**config.mk**
```make
export PLATFORM = sky130hd
export DESIGN_NAME = serial_tx
export DESIGN_NICKNAME = d
export VERILOG_FILES = /design/src/rtl/serial_tx.sv
export SDC_FILE = /design/constraint.sdc
export NUM_CORES = 1
export LEC_CHECK = 0
export ABC_AREA = 1
export CAP_MARGIN = 20
export CORE_ASPECT_RATIO = 0.8
export CORE_MARGIN = 3
export CORE_UTILIZATION = 52
export DETAILED_ROUTE_END_ITERATION = 6
export PLACE_DENSITY_LB_ADDON = 0.05
export SLEW_MARGIN = 5
export SYNTH_ARGS = -nofsm -noshare
export SYNTH_HDL_FRONTEND = slang
export SYNTH_SLANG_ARGS = --single-unit
```
**constraint.sdc**
```tcl
create_clock -name clk -period 2 [get_ports clk]
set_input_delay 0.6 -clock clk [delete_from_list [all_inputs] [get_ports clk]]
set_output_delay 0.6 -clock clk [all_outputs]
set_load 0.03 [all_outputs]
```
**src/rtl/serial_tx.sv**
```systemverilog
// UART-style parallel-to-serial transmitter: start bit, LSB-first data, one stop bit.
// out is registered; in_ready is low for the whole frame, so in_valid is ignored while busy.
module serial_tx #(
  parameter int CLKS_PER_BIT = 4,
  parameter int DATA_BITS    = 8
) (
  input  logic                 clk,
  input  logic                 rst,
  input  logic [DATA_BITS-1:0] in,
  input  logic                 in_valid,
  output logic                 in_ready,
  output logic                 out,
  output logic                 busy
);

  localparam int CW = (CLKS_PER_BIT > 1) ? $clog2(CLKS_PER_BIT) : 1;
  localparam int BW = (DATA_BITS > 1) ? $clog2(DATA_BITS) : 1;
  localparam logic [CW-1:0] CNT_LAST = CW'(CLKS_PER_BIT - 1);
  localparam logic [BW-1:0] BIT_LAST = BW'(DATA_BITS - 1);

  typedef enum logic [1:0] {IDLE, START, DATA, STOP} state_t;

  state_t                 state, state_nxt;
  logic [CW-1:0]          cnt, cnt_nxt;
  logic [BW-1:0]          bit_idx, bit_idx_nxt;
  logic [DATA_BITS-1:0]   shreg, shreg_nxt, shifted;
  logic                   out_nxt, ready_nxt, busy_nxt;
  logic                   bit_end;

  assign bit_end = (cnt == CNT_LAST);
  assign shifted = shreg >> 1;

  always_ff @(posedge clk or negedge rst) begin
    if (!rst) begin
      state    <= IDLE;
      cnt      <= '0;
      bit_idx  <= '0;
      shreg    <= '0;
      out      <= 1'b1;
      in_ready <= 1'b0;
      busy     <= 1'b0;
    end else begin
      state    <= state_nxt;
      cnt      <= cnt_nxt;
      bit_idx  <= bit_idx_nxt;
      shreg    <= shreg_nxt;
      out      <= out_nxt;
      in_ready <= ready_nxt;
      busy     <= busy_nxt;
    end
  end

  always_comb begin
    state_nxt   = state;
    cnt_nxt     = cnt;
    bit_idx_nxt = bit_idx;
    shreg_nxt   = shreg;
    out_nxt     = out;
    ready_nxt   = in_ready;
    busy_nxt    = busy;

    // The counter free-runs through every bit period of a frame and wraps at CNT_LAST.
    if (state != IDLE) begin
      cnt_nxt = bit_end ? '0 : cnt + 1'b1;
    end

    case (state)
      IDLE: begin
        out_nxt   = 1'b1;
        busy_nxt  = 1'b0;
        ready_nxt = 1'b1;
        if (in_valid && in_ready) begin
          shreg_nxt = in;
          state_nxt = START;
          out_nxt   = 1'b0;
          ready_nxt = 1'b0;
          busy_nxt  = 1'b1;
          cnt_nxt   = '0;
        end
      end
      START: begin
        if (bit_end) begin
          state_nxt   = DATA;
          bit_idx_nxt = '0;
          out_nxt     = shreg[0];
        end
      end
      DATA: begin
        if (bit_end) begin
          if (bit_idx == BIT_LAST) begin
            state_nxt = STOP;
            out_nxt   = 1'b1;
          end else begin
            shreg_nxt   = shifted;
            out_nxt     = shifted[0];
            bit_idx_nxt = bit_idx + 1'b1;
          end
        end
      end
      STOP: begin
        out_nxt = 1'b1;
        if (bit_end) begin
          state_nxt = IDLE;
          busy_nxt  = 1'b0;
          ready_nxt = 1'b1;
        end
      end
      default: state_nxt = IDLE;
    endcase
  end

endmodule

```
==> results.md, run 1 <==
* Seq/Total Area, Yosys at 0.456
* WS Path Type: reg2out
* Share of cells above drive strength 1 at 0.0822
* Sequential power share at 0.336
* Synth top area share at 0.430
* Drt first pass iters at 4
* Die height at roughly 45 um
* Power Density at roughly 1600 mW/mm^2
* Initial antenna violation count at 0
* Leading area contributor after synthesis: dfrtp_1
* Critical path startpoint category: register
* Setup TNS at 0 ps
* Initial Util at 0.579
* RR Endpoint: shreg[6]
* WL final at approximately 1900 um
* Largest net degree at the start of global routing at 17
* Routed len/inst at roughly 11 um
* Hold_sp: cnt[0]
* Worst-Margin Slew at around 530 ps
* Final setup fails at 0
* Rows at 13
* Final Cell Area at roughly 0.0012 sq mm
* Post-Synthesis Cells at roughly 130
* Crit Path Max Fanout at 2
* Worst-path clk slew at roughly 100 ps
* Setup crit end kind: primary output
* H-tree depth at 1
* Die ar. at 0.00247 sq mm
* Placer Congestion at just over 0.8
* I/O Buffers at 13
* Met2 usage at 0.274
* Total CTS buffers at 3
* Synth warn at 0
* Vias at between 800 and 900
* Overall Global Routing Usage at 0.191
* Dpl cells at ~160
* Clk network pwr share at 0.117
* Clk Latency, worst-skew pair at around 300 ps
* Skew final at around 6.6 ps
* IO Pins at 14
* Ys flop type: dfrtp_1
* Min-Delay Path Class: reg2reg
* Rel. slew slack at 0.647
* Max Fclk at roughly 520 MHz
* LEAKAGE at 0.638 nW
* Count of state elements after synthesis at 18
* Area growth from synthesis to layout at 21.5%
* Vias in the first global route at between 700 and 800
* Sw Share at 0.462
* Hold path cells at 1
* DP Area at around 0.0012 sq mm
* Clock sinks at 18
* Grt ovf at 0
* CP required at 1400 ps
* Worst hold margin at approximately 490 ps
* Cell Int Power at 1.04 mW
* Worst R2R Start: state[0]
* Synth top area cells: dfrtp_1 (43%), nand2_1 (21%), ha_1 (8.8%), o21ai_0 (7.1%), inv_1 (3.8%)
* Syn_area_per_cell at between 7 and 8 sq um
* Sw Pwr at 0.891 mW
* First-pass GRT wire length at approximately 3300 um
* Post-Syn Nets at approximately 150
* Async SR Flop Fraction at 1.00
* Cell Count, Final, Fillers Out at about 170
* Peak VDD IR at between 1000 and 1500 uV
* Hold endpoint: cnt[0]
* Synth cell types at 17
* Share of total power in combinational logic at 0.547
* Post-CTS Setup Repair Bufs at 0
* Number of synthesized flops with an enable pin at 0
* Max_cap viols at 0
* Starting DRC count in detailed routing at 23
* Outcome: finished clean
* Clock tree buffer depth at 2
* CP max stage cell: clkdlybuf4s50_1
* Die width at approximately 55 um
* # nets final at around 170
* Most frequent cell after synthesis: nand2_1
* Buf/Inv on CP at 1
* Commonest cells in the netlist: nand2_1 (56), dfrtp_1 (17), o21ai_0 (14)
* Critical Path AT at about 1300 ps
* Worst path cell trace: clkdlybuf4s50_1
* Core Region at ~0.0017 sq mm
* Critical Path Max Stage Delay at around 670 ps
* Tcrit/Tclk final at 0.966
* DRC violations left at 0
* Clk root buf: clkbuf_4
* Post-route ant nets at 0
* RSZ-0062 raised after global routing: no
* Number of diodes at 0
* Register-to-Register Path Depth at 7
* CP top delay family: buffers and inverters
* Mapped Area at slightly below 0.001 sq mm
* Final Slew Violations at 0
* Final-report hold violation count at 0
* Post-layout min period at 1930 ps
* Met1 Use GR at 0.260
* Busiest grt layer: met2
* Worst R2R Setup Slack at about 240 ps
* DP HPWL at 1480 um
* Cts hold-fix bufs at 0
* Number of vias per cell at ~5.0
* CTS tree: yes
* Met3 track demand over resource at 0.0693
[flip-flops by register name, summed over array words and instances, names as in the netlist]
signal / flops
shreg: 8
bit_idx: 3
cnt: 2
state: 2
busy: 1
in_ready: 1
out: 1
[layout by cell type (no fill, tap or decap), types with 2 or more instances in the layout]
master | synthesis | final
ha_1 | 7 | 7
o21ai_0 | 14 | 14
clkbuf_4 | 0 | 3
nand3_1 | 5 | 5
inv_1 | 10 | 10
nand2_1 | 56 | 56
dfrtp_1 | 17 | 17
nor2_1 | 4 | 4
a21oi_1 | 4 | 4
clkdlybuf4s50_1 | 0 | 11
buf_4 | 0 | 3
o21a_1 | 2 | 2
[worst max path at each step]
stage,start,endpoint,slack [ps],cells after the start
floorplan,bit_idx[0],bit_idx[0],590,8
global placement,in_valid,shreg[7],140,6
detailed placement,in_valid,shreg[6],70,6
CTS,in_ready,in_ready,1,1
global route,busy,busy,20,1
finish,busy,busy,70,1
[kinds of logic after synthesis]
| logic type | Yosys count | share of synthesized area |
|---|---|---|
| simple gates | 69 | 0.297 |
| fa+ha+maj | 7 | 0.0885 |
| flops | 18 | 0.456 |
| compound gates | 21 | 0.111 |
| buf+inv | 12 | 0.0468 |
[layer usage]
| layer | vias to the layer above | share of wire |
|---|---|---|
| met5 | - | 0 |
| met1 | 385 | 0.52 |
| met2 | 10 | 0.43 |
| met4 | 0 | 0.012 |
| met3 | 5 | 0.040 |
| li1 | 445 | - |
[power groups by stage]
stage / clock (mW) / combinational, mW / sequential, mW
finish: 0.226 / 1.06 / 0.649
global route: 0.250 / 1.22 / 0.669
CTS: 0.233 / 1.06 / 0.646
detailed placement: 0 / 1.07 / 0.653
global placement: 0 / 1.03 / 0.647
floorplan: 0 / 0.738 / 0.683
[cell type report]
cell class,instances,area (sq um)
clock buffers,4,36.3
flip-flops and latches,18,452
repair buffers,16,154
inverters,11,41.3
multi-input cells,97,492
fillers,149,505
well taps,22,27.5
[stage by stage]
stage	power, mW	setup WS (ps)	utilization
2_1_floorplan	1.42	591	-
3_3_place_gp	1.68	136	0.682
3_5_place_dp	1.72	70.1	0.682
4_1_cts	1.94	1.50	0.703
5_1_grt	2.14	15.7	0.704
6_report	1.93	68.4	0.704
[timing repair]
action	4_1_cts	5_1_grt
setup endpoints to repair	1	1
resized for setup	1	1
gates cloned	0	0
No activity file was read; power rests on OpenSTA's default activity.
==> run 2, diff against run 1 <==
CORE_UTILIZATION = 35   (was 52)
==> run 2 against run 1 <==
Setup slack improved by 7.3 ps. Sequential power down 0.9%. Fmax is 0.38% higher.
==> results.md, run 2 (synthesis results as in run 1) <==
* Crit Path Max Fanout at 2 (unchanged)
* CP max stage cell: clkdlybuf4s50_1
* Max Fclk at 520 MHz (+0.38%)
* Placer Congestion at 0.842 (+1.8%)
* DRC violations left at 0 (unchanged)
* Core Region at 0.00256 sq mm (+50%)
* # nets final at 165 (unchanged)
* Rows at 16 (+3)
* CP top delay family: buffers and inverters
* Grt ovf at 0 (unchanged)
* Worst-Margin Slew at 463 ps (-65.6 ps)
* Routed len/inst at 10.8 um (-5.4%)
* Setup TNS at 0 ps (unchanged)
* Die width at 65.5 um (+19%)
* Rel. slew slack at 0.691 (+0.0437)
* Skew final at 2.56 ps (-4.07 ps)
* Starting DRC count in detailed routing at 26 (+13%)
* Worst path cell trace: clkdlybuf4s50_1
* Final-report hold violation count at 0 (unchanged)
* DP HPWL at 1490 um (+0.89%)
* Clock sinks at 18 (unchanged)
* H-tree depth at 1 (unchanged)
* Clk root buf: clkbuf_4
* Share of cells above drive strength 1 at 0.0822 (unchanged)
* Post-route ant nets at 0 (unchanged)
* Cell Count, Final, Fillers Out at 182 (+8.3%)
* Die height at 53.6 um (+19%)
* Initial Util at 0.386 (-0.193)
* Commonest non-fill, non-tap cell in the layout: nand2_1
* Drt first pass iters at 5 (+1)
* Commonest cells after routing, fill and taps aside: nand2_1 (56), dfrtp_1 (17), o21ai_0 (14), clkdlybuf4s50_1 (11), inv_1 (10)
* Worst-path clk slew at 110 ps (about the same)
* WS Path Type: reg2out
* Dpl ws at 132 ps (+61.9 ps)
* CP required at 1400 ps (about the same)
* Clk Latency, worst-skew pair at 300 ps (about the same)
* Number of diodes at 0 (unchanged)
* I/O Buffers at 13 (unchanged)
* RSZ-0062 raised after global routing: no
* Min-Delay Path Class: reg2reg
* Outcome: finished clean
* LEAKAGE at 0.639 nW (+0.12%)
* Largest net degree at the start of global routing at 14 (-3)
* Overall Global Routing Usage at 0.130 (-0.0605)
* Total CTS buffers at 3 (unchanged)
* Number of vias per cell at 4.61 (-8.3%)
* Peak VDD IR at 702 uV (-40%)
* Max FFs per register at 8 (unchanged)
* Critical Path Max Stage Delay at 670 ps (about the same)
* Vias at 839 (-0.71%)
* Die ar. at 0.00351 sq mm (+42%)
* Area growth from synthesis to layout at 23.3%
* Fill cell count at 266 (+79%)
* Tot Pwr at 1.92 mW (-0.37%)
* Vias in the first global route at 766 (+0.13%)
* Dpl cells at 178 (+8.5%)
* Largest register by flop count: shreg
* WL final at 1970 um (+2.5%)
* Final Slew Violations at 0 (unchanged)
* Worst Setup Slack, final at 75.7 ps (+7.34 ps)
* Critical Path AT at 1320 ps (about the same)
* Clock tree buffer depth at 2 (unchanged)
* Buf/Inv on CP at 1 (unchanged)
* Power Density at 1580 mW/mm^2 (-1.8%)
* IO Pins at 14 (unchanged)
* Biggest regs: shreg x8, bit_idx x3
* Post-CTS Setup Repair Bufs at 0 (unchanged)
* Finished Core Util at 0.476 (-0.228)
* Critical path startpoint category: register
* Initial antenna violation count at 0 (unchanged)
* First-pass GRT wire length at 3370 um (+2.7%)
* Tcrit/Tclk final at 0.962 (-0.00367)
* CTS tree: yes
* Setup crit end kind: primary output
* Max_cap viols at 0 (unchanged)
* Post-layout min period at 1920 ps (-7.34 ps)
* Final setup fails at 0 (unchanged)
-- run 2: cell counts in the layout (fill, tap and decap cells not counted) --
Identical to the previous run, type by type.
-- run 2: through the flow --
| step | instance area [sq um] | hold WS (ps) |
|---|---|---|
| finish | 1220 | 494 |
| CTS | 1220 | 494 |
| detailed placement | 1180 | 476 |
| global placement | 1180 | 466 |
| floorplan | 990 | 304 |
| global route | 1220 | 525 |
-- run 2: worst paths after layout --
| check | from | slack [ps] | to | depth (start not counted) |
|---|---|---|---|---|
| max reg2reg | state[0] | 210 | shreg[7] | 8 |
| max | busy | 80 | busy | 1 |
| min | cnt[0] | 490 | cnt[0] | 1 |
| min in group asynchronous | rst | 570 | in_ready | 1 |
| min reg2reg | cnt[0] | 490 | cnt[0] | 1 |
| max in group asynchronous | rst | 940 | shreg[0] | 2 |
-- run 2: power breakdown --
group,total (mW),internal [mW],switching [mW],leakage (nW)
logic,1.05,0.381,0.666,0.395
registers,0.643,0.544,0.0989,0.223
clock network,0.233,0.111,0.122,0.0210
total,1.92,1.04,0.887,0.639
-- run 2: cell type report --
class,instances,area (sq um),share of cell area
multi-input cells,97,492,0.403
clock buffers,4,36.3,0.0297
inverters,11,41.3,0.0338
repair buffers,16,154,0.126
flip-flops and latches,18,452,0.370
well taps,36,45.0,0.0369
-- run 2: what timing repair did --
item	CTS	global route
cloned	0	0
gates resized for setup	1	1
hold buffers	0	0
setup endpoints to repair	1	1
-- run 2: per-layer routing --
metal / global-route usage / up-vias / share of wire
met2: 0.193 / 12 / 0.42
met4: 0.0621 / 0 / 0.015
li1: - / 444 / -
met3: 0.0459 / 4 / 0.038
met1: 0.170 / 379 / 0.53
met5: 0 / - / 0
==> run 3, diff against run 2 <==
DONT_BUFFER_PORTS = 1   (was default)
RECOVER_POWER = 50   (was default)
==> run 3 against run 2 <==
Hold slack got worse by 350 ps. Critical path depth increased by 7. Fmax increased by 13%. Clock power decreased by 20%. First-iteration DRC count increased by 3.8%. Count of clock-buffer cells in the layout unchanged. Sequential power increased by 10%. Critical path type is now reg2reg. Critical endpoint is now shreg[3]. Largest power group unchanged.
==> results.md, run 3 (synthesis results as in run 1) <==
* Outcome: finished clean
* Vias in the first global route at 758 (-1.0%)
* Number of diodes at 0 (unchanged)
* Setup TNS at 0 ps (unchanged)
* Critical Path Max Stage Delay at 430 ps (-240 ps)
* Clk root buf: clkbuf_4
* Placer Congestion at 0.772 (-8.4%)
* IO Pins at 14 (unchanged)
* Core Region at 0.00256 sq mm (unchanged)
* CP required at 2230 ps (+830 ps)
* Post-layout min period at 1710 ps (-216 ps)
* Initial antenna violation count at 0 (unchanged)
* Tcrit/Tclk final at 0.854 (-0.108)
* Crit Path Max Fanout at 11 (+9)
* Post-route ant nets at 0 (unchanged)
* DP HPWL at 1480 um (-0.44%)
* Tot Pwr at 1.81 mW (-5.7%)
* Total CTS buffers at 3 (unchanged)
* LEAKAGE at 0.571 nW (-11%)
* Die height at 53.6 um (unchanged)
* Skew final at 3.51 ps (+0.946 ps)
* Worst-path clk slew at 100 ps (about the same)
* Fill cell count at 292 (+9.8%)
* Worst-Margin Slew at 787 ps (+324 ps)
* Setup crit end kind: register
* Rel. slew slack at 0.474 (-0.218)
* RR Endpoint: shreg[3]
* Largest net degree at the start of global routing at 18 (+4)
* Critical path startpoint category: register
* Rows at 16 (unchanged)
* Min-Delay Path Class: in2async
* First-pass GRT wire length at 3530 um (+4.9%)
* # resized after CTS at 0 (-1)
* Register-to-Register Path Depth at 8 (unchanged)
* I/O Buffers at 0 (-13)
* RSZ-0062 raised after global routing: no
* H-tree depth at 1 (unchanged)
* Routed len/inst at 11.7 um (+7.7%)
* WS Path Type: reg2reg
* Clock tree buffer depth at 2 (unchanged)
* Initial Util at 0.386 (unchanged)
* Worst R2R Setup Slack at 290 ps (+80 ps)
* Share of cells above drive strength 1 at 0.0682 (-0.0140)
* Max Fclk at 585 MHz (+13%)
* Die ar. at 0.00351 sq mm (unchanged)
* Largest register by flop count: shreg
* Final Slew Violations at 0 (unchanged)
* Clock sinks at 18 (unchanged)
* Cell mode on critical path: nand2_1
* Biggest regs: shreg x8, bit_idx x3
* DRC violations left at 0 (unchanged)
* Starting DRC count in detailed routing at 27 (+3.8%)
* Overall Global Routing Usage at 0.137 (+0.00679)
* Power Density at 1690 mW/mm^2 (+7.2%)
* Critical Path AT at 1940 ps (+620 ps)
* Max FFs per register at 8 (unchanged)
* Final setup fails at 0 (unchanged)
* Vias at 788 (-6.1%)
* Commonest non-fill, non-tap cell in the layout: nand2_1
* CP max stage cell: dfrtp_1
* Final-report hold violation count at 0 (unchanged)
* Drt first pass iters at 5 (unchanged)
* Worst path cell trace: inv_1 > ha_1 > inv_2 > nand2_2 > nand2_4 > nor2_8 > nand2_1 > nand2_1
* Max_cap viols at 0 (unchanged)
* Area growth from synthesis to layout at 8.47%
* Commonest cells after routing, fill and taps aside: nand2_1 (56), dfrtp_1 (17), o21ai_0 (14), inv_1 (10), ha_1 (7)
* # nets final at 151 (-8.5%)
* Worst R2R Start: state[0]
* WL final at 1960 um (-0.61%)
* Number of vias per cell at 4.69 (+1.7%)
* Die width at 65.5 um (unchanged)
* Grt ovf at 0 (unchanged)
* Clk Latency, worst-skew pair at 290 ps (about the same)
* CTS tree: yes
* Peak VDD IR at 613 uV (-13%)
==> run 3: how the worst max path moves through the flow <==
stage | from | to | slack (ps) | cells past startpoint
final | state[0] | shreg[3] | 290 | 8
after global routing | state[0] | shreg[2] | 50 | 7
after CTS | state[0] | shreg[3] | 290 | 8
after detailed placement | state[0] | shreg[3] | 330 | 8
after global placement | state[0] | shreg[5] | 360 | 8
after floorplan | bit_idx[0] | bit_idx[0] | 590 | 8
==> run 3: repair_timing <==
action / in CTS / in global routing
buffers inserted: 0 / 0
hold buffers: 1 / 0
hold endpoints to repair: 17 / 0
==> run 3: critical path: cells and delay by family, from the launching register on <==
kind | cells | cell delay [ps]
adders and majority gates | 1 | 360
DFF | 1 | 430
and+or+nand+nor | 5 | 580
buffers and inverters | 2 | 270
==> run 3: layout make-up <==
| class | count | area [sq um] | share of cell area |
|---|---|---|---|
| sequential | 18 | 452 | 0.421 |
| timing repair buffer | 2 | 17.5 | 0.0163 |
| multi-input combinational | 97 | 492 | 0.458 |
| clock buffer | 4 | 26.3 | 0.0245 |
| tap | 36 | 45.0 | 0.0420 |
| inverter | 11 | 41.3 | 0.0385 |
==> run 3: routing by layer <==
layer / part of all wire / vias to the layer above / GRT usage
met2: 0.41 / 14 / 0.203
met1: 0.53 / 357 / 0.185
met4: 0.0041 / 0 / 0.0310
met3: 0.062 / 2 / 0.0605
met5: 0 / - / 0
li1: - / 415 / -
==> run 3: through the flow <==
step / instance area, sq um / cells / util / setup WS, ps / hold WS, ps
after floorplan: 990 / 127 / - / 591 / 304
after global placement: 1040 / 163 / 0.405 / 360 / 305
after detailed placement: 1040 / 163 / 0.405 / 335 / 305
after CTS: 1070 / 168 / 0.419 / 291 / 127
after global routing: 1070 / 168 / 0.419 / 51.4 / 106
final: 1070 / 168 / 0.419 / 292 / 140
==> run 3: power by group <==
group	internal (mW)	switching (mW)	leakage [nW]
Sequential	0.546	0.161	0.223
Combinational	0.318	0.604	0.333
Clock	0.0776	0.108	0.0150
